### src/rtl/blink_pattern_sequencer.sv
// ---------------------------------------------------------------------------
// blink_pattern_sequencer
//
// Plays a 16-bit blink pattern out one bit at a time, MSB first. A pattern
// and its bit period are accepted over a valid/ready handshake. The 4-bit
// select steps 0..15 and drives the external 16:1 mux, which returns
// a[15-sel]. A registered copy of the selected bit is provided for the LED.
//
// Optional feature macro: BLINK_LOOP_EN
//   undefined : one-shot playback, returns to IDLE after bit 15
//   defined   : loops forever, with a gapless reload window in the final
//               cycle of bit 15; only stop or reset ends playback
//
// Ports:
//   clk        sole clock, rising edge
//   rst        asynchronous active-high reset
//   pat_valid  new pattern offered
//   pat_ready  sequencer can accept a pattern this cycle
//   pat_data   pattern, bit 15 played first
//   div        bit period minus one in clk cycles, sampled at handshake
//   stop       abort playback (ignored in IDLE)
//   sel        current bit index, feeds the mux select
//   bit_out    registered pat_reg[15-sel] while running, 0 when idle
//   busy       high while playing
//   done       one-cycle pulse at pattern completion
// ---------------------------------------------------------------------------
module blink_pattern_sequencer #(
    parameter int DIV_WIDTH = 16
) (
    input  logic                 clk,
    input  logic                 rst,
    input  logic                 pat_valid,
    output logic                 pat_ready,
    input  logic [15:0]          pat_data,
    input  logic [DIV_WIDTH-1:0] div,
    input  logic                 stop,
    output logic [3:0]           sel,
    output logic                 bit_out,
    output logic                 busy,
    output logic                 done
);

    typedef enum logic {
        IDLE = 1'b0,
        RUN  = 1'b1
    } state_t;

    state_t               state, state_n;
    logic [15:0]          pat_reg, pat_reg_n;
    logic [DIV_WIDTH-1:0] div_reg, div_reg_n;
    logic [DIV_WIDTH-1:0] cnt, cnt_n;
    logic [3:0]           sel_n;
    logic                 bit_out_n;
    logic                 done_n;
    logic [3:0]           sel_inc;
    logic                 last_cycle;

    // Final cycle of bit 15: the period counter has reached its terminal
    // value on the last select position. This is where a pattern ends and,
    // in loop mode, where the reload window opens.
    always_comb begin
        sel_inc    = sel + 4'd1;
        last_cycle = (state == RUN) && (cnt == div_reg) && (sel == 4'd15);
    end

    // Handshake acceptance and busy flag. Both are decoded straight from the
    // state register so that reset makes pat_ready visible immediately.
    always_comb begin
        busy = (state == RUN);
`ifdef BLINK_LOOP_EN
        pat_ready = (state == IDLE) || (last_cycle && !stop);
`else
        pat_ready = (state == IDLE);
`endif
    end

    // Next-state and next-output logic. Everything holds by default and done
    // defaults low so it only pulses for the one cycle after completion.
    // In RUN, stop has top priority, then the period counter, then the bit
    // step, and finally the end-of-pattern behaviour.
    always_comb begin
        state_n   = state;
        pat_reg_n = pat_reg;
        div_reg_n = div_reg;
        cnt_n     = cnt;
        sel_n     = sel;
        bit_out_n = bit_out;
        done_n    = 1'b0;

        case (state)
            IDLE: begin
                if (pat_valid) begin
                    state_n   = RUN;
                    pat_reg_n = pat_data;
                    div_reg_n = div;
                    cnt_n     = '0;
                    sel_n     = 4'd0;
                    bit_out_n = pat_data[15];
                end
            end

            RUN: begin
                if (stop) begin
                    state_n   = IDLE;
                    cnt_n     = '0;
                    sel_n     = 4'd0;
                    bit_out_n = 1'b0;
                end else if (cnt != div_reg) begin
                    cnt_n = cnt + DIV_WIDTH'(1);
                end else if (!last_cycle) begin
                    cnt_n     = '0;
                    sel_n     = sel_inc;
                    bit_out_n = pat_reg[4'd15 - sel_inc];
                end else begin
                    cnt_n  = '0;
                    sel_n  = 4'd0;
                    done_n = 1'b1;
`ifdef BLINK_LOOP_EN
                    // Wrap to bit 15, either of the current pattern or of a
                    // pattern handed over in this very cycle.
                    if (pat_valid) begin
                        pat_reg_n = pat_data;
                        div_reg_n = div;
                        bit_out_n = pat_data[15];
                    end else begin
                        bit_out_n = pat_reg[15];
                    end
`else
                    state_n   = IDLE;
                    bit_out_n = 1'b0;
`endif
                end
            end

            default: begin
                state_n = IDLE;
            end
        endcase
    end

    // State and datapath registers, cleared asynchronously by reset.
    always_ff @(posedge clk or posedge rst) begin
        if (rst) begin
            state   <= IDLE;
            pat_reg <= '0;
            div_reg <= '0;
            cnt     <= '0;
            sel     <= 4'd0;
            bit_out <= 1'b0;
            done    <= 1'b0;
        end else begin
            state   <= state_n;
            pat_reg <= pat_reg_n;
            div_reg <= div_reg_n;
            cnt     <= cnt_n;
            sel     <= sel_n;
            bit_out <= bit_out_n;
            done    <= done_n;
        end
    end

endmodule

### config.mk
export PLATFORM = sky130hd
export DESIGN_NAME = blink_pattern_sequencer
export DESIGN_NICKNAME = d
export VERILOG_FILES = /design/src/rtl/blink_pattern_sequencer.sv
export SDC_FILE = /design/constraint.sdc
export NUM_CORES = 1
export LEC_CHECK = 0
export CAP_MARGIN = 20
export CORE_UTILIZATION = 56
export DETAILED_ROUTE_END_ITERATION = 7
export GPL_TIMING_DRIVEN = 1
export PLACE_DENSITY = 0.89
export SLEW_MARGIN = 20
export SYNTH_ARGS = -nofsm -noshare
export SYNTH_HDL_FRONTEND = slang
export SYNTH_SLANG_ARGS = --single-unit
### constraint.sdc
create_clock -name clk -period 3.59 [get_ports clk]
set_clock_uncertainty 0.15 [all_clocks]
set_input_delay 0.5385 -clock clk [delete_from_list [all_inputs] [get_ports clk]]
set_output_delay 0.5385 -clock clk [all_outputs]
set_load 0.05 [all_outputs]
# ---- Word level (Yosys, flattened, before mapping)
# Cells that the tools add are included.
dict set report totals {
  reg_bits 55
  input_bits 36
  word_cells 46
}
dict set report classes {
  addsub 3
  order_cmp 1
  eq_ne 5
  mux 25
  bitwise 1
  n_reduce_logical 4
}
# operator n
set ops {}
lappend ops {{$mux W16} 3}
lappend ops {{$pmux W16 S2} 1}
lappend ops {{$add A16 B1 Y16 const B} 1}
lappend ops {{$eq A16 B16 Y1} 1}
lappend ops {{$mux W4} 4}
lappend ops {{$ne A16 B16 Y1} 1}
lappend ops {{$mux W1} 13}
lappend ops {{$pmux W4 S2} 1}
lappend ops {{$lt A4 B5 Y1 const B} 1}
lappend ops {{$add A4 B1 Y4 const B} 1}
lappend ops {{$bmux W1 S4} 1}
lappend ops {{$eq A4 B4 Y1 const B} 1}
lappend ops {{$pmux W1 S2} 2}
lappend ops {{$reduce_and A2 Y1} 2}
lappend ops {{$sub A4 B4 Y4 const A} 1}
lappend ops {{$ne A3 B3 Y1 const B} 1}
lappend ops {{$logic_and A1 B1 Y1} 2}
lappend ops {{$ne A2 B2 Y1 const B} 1}
lappend ops {{$not A1 Y1} 1}

# ---- Longest topological paths before layout
# Gate-level depths: netlist (run 1).
dict set report logic_depth {
  depth_word 8
  mapped_depth 6
  depth_no_buf 6
}

# ---- Worst setup path after synthesis (run 1)
# OpenSTA, ideal clock, no wires.
dict set report synth_timing {
  kind {register to register}
  startpoint {reg sel[1]}
  endpoint {reg bit_out}
  setup_time_ns 0.132
  t_arrival_ns 2.145
  slack_ns 1.162
  stages_incl_launch_ff 6
  path_buffers 0
  period_less_slack_ns 2.428
  cell_sequence {dfrtp_1 -> ha_1 -> mux4_2 -> mux4_2 -> o211ai_1 -> a2bb2oi_1}
}
dict set report synth_between {
  elab_chain_cells 8
}
# element line
set synth_rtl {}
lappend synth_rtl {{start, declared} 37} ;# output logic [3:0] sel,
lappend synth_rtl {{start signal, assigned} 156} ;# sel <= sel_n;
lappend synth_rtl {{$add A4 B1 Y4} 62} ;# sel_inc = sel + 4'd1;
lappend synth_rtl {{$sub A4 B4 Y4} 113} ;# bit_out_n = pat_reg[4'd15 - sel_inc];
lappend synth_rtl {{$bmux W1 S4} 113}
lappend synth_rtl {{$mux W1 (not written as such)} 113}
lappend synth_rtl {{$mux W1 *} 110} ;# end else if (!last_cycle) begin
lappend synth_rtl {{$mux W1 *} 108} ;# end else if (cnt != div_reg) begin
lappend synth_rtl {{$mux W1 *} 103} ;# if (stop) begin
lappend synth_rtl {{$pmux W1 S2 *} 90} ;# case (state)
lappend synth_rtl {{end signal, assigned} 157} ;# bit_out <= bit_out_n;
lappend synth_rtl {{end, declared} 38} ;# output logic bit_out,
# Every way passes the cells marked *; elsewhere a longest branch is shown, timed or not. The select of a mux whose other input is x is not followed.
# A chain may end at the register's enable or synchronous reset.

# ---- Final worst setup path (run 1)
dict set report layout_timing {
  startpoint {reg cnt[9]}
  endpoint {reg cnt[11]}
}
dict set report layout_between {
  elab_chain_cells 4
}
# element line
set layout_rtl {}
lappend layout_rtl {{start, declared} 51} ;# logic [DIV_WIDTH-1:0] cnt, cnt_n;
lappend layout_rtl {{start signal, assigned} 155} ;# cnt <= cnt_n;
lappend layout_rtl {{$add A16 B1 Y16 / $ne A16 B16 Y1 (equally long branches)} {109, 108}}
lappend layout_rtl {{$mux W16 *} 108}
lappend layout_rtl {{$mux W16 *} 103}
lappend layout_rtl {{$pmux W16 S2 *} 90}
# Every way passes the cells marked *; elsewhere a longest branch is shown, timed or not.

==> results of run 1 <==
[final timing paths]
path / from / endpoint / depth (start not counted)
setup / recovery: cnt[9] / cnt[11] / 6
max in group asynchronous: rst / cnt[14] / 3
hold / removal: pat_reg[2] / pat_reg[2] / 1
hold reg to reg: pat_reg[2] / pat_reg[2] / 1
setup reg to reg: cnt[9] / cnt[11] / 6
min in group asynchronous: rst / pat_reg[0] / 2
[Yosys cell counts, types with 3 or more instances]
| master | instances |
|---|---|
| nor4_1 | 4 |
| nand2_1 | 8 |
| xor2_1 | 25 |
| nand3_1 | 5 |
| dfrtp_1 | 55 |
| clkbuf_1 | 4 |
| mux4_2 | 5 |
| nor2_1 | 22 |
| inv_1 | 5 |
| xnor2_1 | 7 |
| o21ai_0 | 3 |
| nor3_1 | 3 |
| mux2_2 | 33 |
| nand4_1 | 4 |
[per-stage QoR]
| step | power (mW) | cells | worst slack [ns] |
|---|---|---|---|
| global placement | 1.06 | 296 | 0.995 |
| floorplan | 0.965 | 206 | 1.16 |
| CTS | 1.41 | 305 | 0.923 |
| global route | 1.47 | 305 | 0.691 |
| finish | 1.40 | 305 | 0.887 |
| detailed placement | 1.08 | 297 | 0.952 |
[worst max-delay path, cell delays in order, from the launching register on]
cell	delay (ns)
dfrtp_1	0.45
xor2_1	0.19
nor4_1	0.37
nand4_1	0.42
a21oi_1	0.68
buf_4	0.28
nor2_1	0.06
[metal layers]
layer,wire length [um],track usage [%],vias to the layer above
met5,0,0,-
met4,82,8.00,0
met3,143,5.23,7
met2,2390,36.2,29
met1,2260,30.2,857
li1,-,-,813
[area by class of cell]
type	instances	area [sq um]
Timing Repair Buffer	46	478
Sequential cell	55	1380
Fill cell	306	1210
Clock inverter	3	15.0
Inverter	5	18.8
Multi-Input combinational cell	139	1150
Tap cell	52	65.1
Clock buffer	5	68.8
[where the power goes]
part | switching, mW | leakage, nW | internal (mW)
registers | 0.0642 | 0.689 | 0.709
logic | 0.125 | 0.607 | 0.169
clock network | 0.200 | 0.0477 | 0.134
[cells by family (layout without fill, tap and decap cells)]
logic type / count (synthesis) / count (layout) / share of synthesized area (%)
compound gates: 15 / 15 / 4.37
buf+inv: 12 / 59 / 2.09
mux: 38 / 38 / 18.8
flops: 55 / 55 / 53.4
simple gates: 52 / 52 / 9.51
fa+ha+maj: 2 / 2 / 0.971
xor+xnor: 32 / 32 / 10.9
==> results.toml, run 1 <==
[run_status]
status = "completed"

[cells_and_area]
post-route-util_pct = 72.3
n_antenna_cell = 0
final_cell_mix = "dfrtp_1, clkdlybuf4s50_1, mux2_2"
drive_above_1_share_pct = 20.2
final_nets = 290
layout_commonest_cell = "dfrtp_1"
area_delta_synth_final_pct = 23.1
postLayoutCellArea_sq_mm = 0.00317

[floorplanning]
io_pins = 44
die_h_um = 69.8
die_w_um = 69.8
dieArea_sq_mm = 0.00488
core_sq_mm = 0.00438
start_util_pct = 58.8
rows = 24

[sta]
fmax_mhz = 370
finalSetupTns_ns = 0
whs_ns = 0.364
setup_viol = 0
rsz0062_at_grt = "no"
period_minus_slack_ns = 2.70
fin_crit_sh_pct = 75.3
relSlewSlack_pct = 54.9
hold_viol = 0
drv_slew = 0
max_slew.worst_pin.slew_ns = 0.673

[setup_path]
crit_type = "flop to flop"
reg2reg_slack_ns = 0.89
critPathArrivalTime_ns = 2.76
worstSetupEndpointType = "flop"
path_max_fanout = 11
crit_required_ns = 3.65
start_kind = "flop"

[clock_network]
cts_setup_buffers = 0
clkTransAtPathRegs_ns = 0.09
clkLatencyLatePin_ns = 0.32
post_cts_resized = 0
numCtsBuffers = 5
cts.sink_count = 55
cts_hold_buf = 0
cts-root-buf = "clkbuf_8"
cts_tree = "built"
htree_num_levels = 2
ctsLongestPathBuffers = 2

[place]
io_buffers = 43
dpl_cell_area_sq_mm = 0.00309
place_congestion = 0.837
dp_hpwl_mm = 3.59

[synthesis]
synthFlopType = "dfrtp_1"
ys_ff_latch = 55
synth_seq_area_share_pct = 53.4
netlist_area_sq_mm = 0.00258
syn_area_per_cell_sq_um = 12.5
synthCells = 206
synth_fp_nets = 244
yosysWarnings = 0
yosysTopAreaCellShare_pct = 53.4
yosys.cell_types.count = 32
synth_edf_count = 0
yosys.area.top_type = "dfrtp_1"
synth_area_leaders = "dfrtp_1, mux2_2, xor2_1, mux4_2, nor2_1"
async_flop_share_pct = 100

[route]
ant_nets = 0
routed_wl_mm = 4.87
drc = 0
detail_route.wl_per_cell_um = 16.0
firstDrtPassIters = 4
vias = 1706
drtIter0Drc = 80
vias_per_cell = 5.59

[global_routing]
grt_pass1_wl_mm = 8.43
grt_max_degree = 32
grt_usage_pct = 22.6
first_global_vias = 1774
grt_antenna_before_repair = 0
overflow = 0

[run]
drv_cap = 0

[pwr]
powerDensity_mw_per_mm2 = 442
vdd_drop_max_mv = 0.309
leakagePower_nw = 1.34

[hold_path]
min_path_type = "flop to flop"
(Power assumes the default switching activity.)
==> run 2, diff against run 1 <==
--- a/config.mk
+++ b/config.mk
@@ -6,10 +6,10 @@
 export NUM_CORES = 1
 export LEC_CHECK = 0
 export CAP_MARGIN = 20
-export CORE_UTILIZATION = 56
+export CORE_UTILIZATION = 52
 export DETAILED_ROUTE_END_ITERATION = 7
 export GPL_TIMING_DRIVEN = 1
-export PLACE_DENSITY = 0.89
+export PLACE_DENSITY = 0.84
 export SLEW_MARGIN = 20
 export SYNTH_ARGS = -nofsm -noshare
 export SYNTH_HDL_FRONTEND = slang
==> constraint.sdc (replaced) <==
create_clock -name clk -period 2.75 [get_ports clk]
set_clock_uncertainty 0.15 [all_clocks]
set_input_delay 0.4125 -clock clk [delete_from_list [all_inputs] [get_ports clk]]
set_output_delay 0.4125 -clock clk [all_outputs]
set_load 0.05 [all_outputs]
==> run 2 against run 1 <==
Highest routed layer unchanged. Routed wire length fell by 2.5%. Worst hold slack improved by 0.0029 ns. Largest power group unchanged. First-iteration DRC count rose by 10%. Critical path type is now flop to output port. Global-route usage fell by 2.0 points. Critical path depth fell by 4.
==> results.toml, run 2 (synthesized netlist as in run 1, its figures left out) <==
[setup_path]
start_kind = "flop"
critical_path.cell_chain = "inv_1, clkdlybuf4s50_1"
rr_worst_depth = 5
crit_type = "flop to output port"
slowest_delay_ns = 0.82
crit_required_ns = 2.19
crit_slowest_cell = "clkdlybuf4s50_1"
worstSetupEndpointType = "output port"
path_max_fanout = 9
crit_buf_inv = 2
critPathTopFamily = "buffers and inverters"
crit_cells = 2
critPathArrivalTime_ns = 1.80

[floorplanning]
die_h_um = 72.4
start_util_pct = 54.2
io_pins = 44
dieArea_sq_mm = 0.00524
rows = 25
core_sq_mm = 0.00475
die_w_um = 72.4

[cells_and_area]
final_nets = 292
final_cell_mix = "dfrtp_1, clkdlybuf4s50_1, mux2_2"
drive_above_1_share_pct = 20.8
layout_commonest_cell = "dfrtp_1"
n_antenna_cell = 0
fillerInstances = 352
area_delta_synth_final_pct = 25.4

[pwr]
total_power_mw = 2.01
powerDensity_mw_per_mm2 = 622
leakagePower_nw = 1.36
vdd_drop_max_mv = 0.324

[sta]
fmax_mhz = 424
finalSetupTns_ns = 0
hold_viol = 0
rsz0062_at_grt = "no"
drv_slew = 0
fin_crit_sh_pct = 85.8
max_slew.worst_pin.slew_ns = 0.677
setup_viol = 0
period_minus_slack_ns = 2.36
relSlewSlack_pct = 54.8

[run]
drv_cap = 0

[hold_path]
min_path_type = "flop to flop"
holdPathStages = 1

[clock_network]
clkLatencyLatePin_ns = 0.32
numCtsBuffers = 5
htree_num_levels = 2
cts.sink_count = 55
cts_tree = "built"
ctsLongestPathBuffers = 2
cts_hold_buf = 0
cts_setup_buffers = 0
cts-root-buf = "clkbuf_8"
post_cts_resized = 0
clkTransAtPathRegs_ns = 0.10

[route]
vias_per_cell = 5.29
drc = 0
routed_wl_mm = 4.75
ant_nets = 0
detail_route.wl_per_cell_um = 14.7
firstDrtPassIters = 4
drtIter0Drc = 88
vias = 1704

[place]
place_congestion = 0.822
dp_hpwl_mm = 3.40
io_buffers = 43

[global_routing]
grt_pass1_wl_mm = 8.15
grt_antenna_before_repair = 0
grt_usage_pct = 20.6
overflow = 0
first_global_vias = 1758
grt_max_degree = 56

[run_status]
status = "completed"
## run 2: changes by cell type in the layout (fill, tap and decap cells not counted), sizes merged
cell / change
clkinv: -3
buf: +2
clkinvlp: +1
bufinv: +2
## run 2: final timing paths
kind | from | endpoint | slack, ns
worst max-delay path | busy | pat_ready | 0.39
worst min register to register | pat_reg[11] | pat_reg[11] | 0.37
worst min-delay path | pat_reg[11] | pat_reg[11] | 0.37
worst max register to register | sel[1] | bit_out | 0.44
max in group asynchronous | rst | div_reg[0] | 1.56
min in group asynchronous | rst | pat_reg[2] | 0.44
## run 2: cell type report
type                            count  area [sq um]  area share, %
Inverter                            5          18.8          0.580
Tap cell                           67          83.8           2.59
Clock inverter                      3          67.6           2.09
Multi-Input combinational cell    139          1150           35.6
Timing Repair Buffer               48           468           14.5
Sequential cell                    55          1380           42.6
Clock buffer                        5          68.8           2.13
## run 2: worst reg2reg max path: stages (launching register included)
cell and delay [ns]:
dfrtp_1 0.43, ha_1 0.42, mux4_2 0.52, mux4_2 0.46, o211ai_1 0.11, a2bb2oi_1 0.10
## run 2: metal layers
layer	GRT usage (%)	vias to the layer above	share of wire, %
met3	5.00	13	4.2
met4	8.93	0	2.7
met5	0	-	0
met2	32.7	49	47
met1	27.2	825	46
li1	-	817	-
## run 2: where the power goes
| group | switching (mW) | internal (mW) |
|---|---|---|
| clock | 0.269 | 0.363 |
| combinational | 0.159 | 0.217 |
| sequential | 0.0791 | 0.925 |
| total | 0.507 | 1.50 |
## run 2: through the flow
step           hold WS (ns)  utilization [%]  setup WS (ns)  instance area, sq um  cells
3_5_place_dp          0.344             65.1          0.421                  3100    314
2_1_floorplan         0.325                -          0.322                  2580    206
3_3_place_gp          0.335             65.1          0.456                  3100    314
6_report              0.367             68.0          0.391                  3230    322
5_1_grt               0.375             68.0          0.306                  3230    322
4_1_cts               0.369             68.0          0.382                  3230    322
==> run 3, diff against run 2 <==
--- a/config.mk
+++ b/config.mk
@@ -6,6 +6,7 @@
 export NUM_CORES = 1
 export LEC_CHECK = 0
 export CAP_MARGIN = 20
+export CORE_ASPECT_RATIO = 1.25
 export CORE_UTILIZATION = 52
 export DETAILED_ROUTE_END_ITERATION = 7
 export GPL_TIMING_DRIVEN = 1
==> run 3 against run 2 <==
Flip-flop and latch count is the same. Cell area decreased by 1.1%. Worst hold slack got worse by 0.042 ns. Sequential share of layout area rose by 0.48 points. Count of clock-buffer cells in the layout rose by 2. Non-clock buffer count increased by 2. Fmax up 0.50%. Highest routed layer unchanged.
==> results.toml, run 3 (synthesized netlist as in run 1, its figures left out) <==
[setup_path]
slowest_delay_ns = 0.83
crit_slowest_cell = "clkdlybuf4s50_1"
worstSetupEndpointType = "output port"
start_kind = "flop"
critPathArrivalTime_ns = 1.78
critical_path.cell_chain = "inv_1, clkdlybuf4s50_1"
crit_buf_inv = 2
crit_required_ns = 2.19
critPathTopFamily = "buffers and inverters"
path_max_fanout = 9
crit_type = "flop to output port"

[floorplanning]
dieArea_sq_mm = 0.00524
start_util_pct = 54.1
die_w_um = 65.0
io_pins = 44
die_h_um = 80.7
rows = 28
core_sq_mm = 0.00476

[place]
place_congestion = 0.849
dpl_cell_area_sq_mm = 0.00312
dp_hpwl_mm = 3.62
placedCellCount = 309
place_ws_ns = 0.482
io_buffers = 43

[sta]
max_slew.worst_pin.slew_ns = 0.587
rsz0062_at_grt = "no"
hold_viol = 0
period_minus_slack_ns = 2.35
worst_slack_ns = 0.403
drv_slew = 0
finalSetupTns_ns = 0
setup_viol = 0
whs_ns = 0.325
fmax_mhz = 426
relSlewSlack_pct = 60.6
fin_crit_sh_pct = 85.3

[global_routing]
grt_usage_pct = 21.5
grtUsageMet3_pct = 5.68
overflow = 0
gr-usage-met2_pct = 37.5
grt_max_degree = 56
grt_pass1_wl_mm = 8.38
grt_antenna_before_repair = 0
met1_usage_pct = 25.4
grt.busiest_layer = "met2"
first_global_vias = 1851

[cells_and_area]
post-route-util_pct = 67.1
register_area_sq_mm = 0.00138
fillerInstances = 388
drive_above_1_share_pct = 20.6
multi_input_area_sq_mm = 0.00115
fin_cells = 317
final_cell_mix = "dfrtp_1, clkdlybuf4s50_1, mux2_2"
area_delta_synth_final_pct = 24.0
layout_commonest_cell = "dfrtp_1"
postLayoutCellArea_sq_mm = 0.00320
final_nets = 294
n_antenna_cell = 0

[clock_network]
cts-root-buf = "clkbuf_8"
post_cts_resized = 0
clkLatencyLatePin_ns = 0.30
cts_setup_buffers = 0
cts_tree = "built"
cts.sink_count = 55
htree_num_levels = 2
numCtsBuffers = 5
ctsLongestPathBuffers = 2
cts_hold_buf = 0
clkTransAtPathRegs_ns = 0.09

[run_status]
status = "completed"

[route]
vias = 1761
routed_wl_mm = 4.81
firstDrtPassIters = 4
ant_nets = 0
vias_per_cell = 5.56
detail_route.wl_per_cell_um = 15.2
drtIter0Drc = 67
drc = 0

[pwr]
powerDensity_mw_per_mm2 = 565
vdd_drop_max_mv = 0.479
leakagePower_nw = 1.35
total_power_mw = 1.80

[hold_path]
min_path_type = "primary input to asynchronous set/reset pin"

[run]
drv_cap = 0
run 3: changes by cell type in the layout (fill, tap and decap cells not counted):
| cell | change |
|---|---|
| clkbuf_1 | +2 |
| buf_12 | +1 |
| clkinvlp_4 | -1 |
| buf_4 | +1 |
| bufinv_16 | -2 |
| clkinv_2 | +1 |
run 3: report_power, final:
part | total [mW] | internal [mW] | leakage, nW | switching, mW
clock network | 0.416 | 0.179 | 0.0422 | 0.237
logic | 0.381 | 0.221 | 0.623 | 0.159
registers | 1.01 | 0.925 | 0.689 | 0.0826
run 3: cell type report:
| type | count | area share [%] |
|---|---|---|
| Sequential cell | 55 | 43.1 |
| Inverter | 5 | 0.587 |
| Clock buffer | 7 | 2.39 |
| Clock inverter | 1 | 0.157 |
| Timing Repair Buffer | 50 | 15.5 |
| Tap cell | 60 | 2.35 |
| Multi-Input combinational cell | 139 | 36.0 |
run 3: per-layer routing:
| layer | wire length [um] | vias up |
|---|---|---|
| met1 | 2000 | 889 |
| met3 | 225 | 6 |
| li1 | - | 828 |
| met2 | 2520 | 38 |
| met4 | 59 | 0 |
| met5 | 0 | - |
run 3: final timing paths:
check / from / endpoint / slack [ns] / depth (start not counted)
max reg2reg: sel[1] / bit_out / 0.48 / 5
min: rst / pat_reg[0] / 0.33 / 3
max: busy / pat_ready / 0.40 / 2
min reg2reg: pat_reg[11] / pat_reg[11] / 0.36 / 1
max in group asynchronous: rst / sel[3] / 1.90 / 3
min in group clk: pat_reg[11] / pat_reg[11] / 0.36 / 1
run 3: tightest hold or removal path, delay by kind of cell:
kind / cells / cell delay [ns]
buf+inv: 3 / 0.74
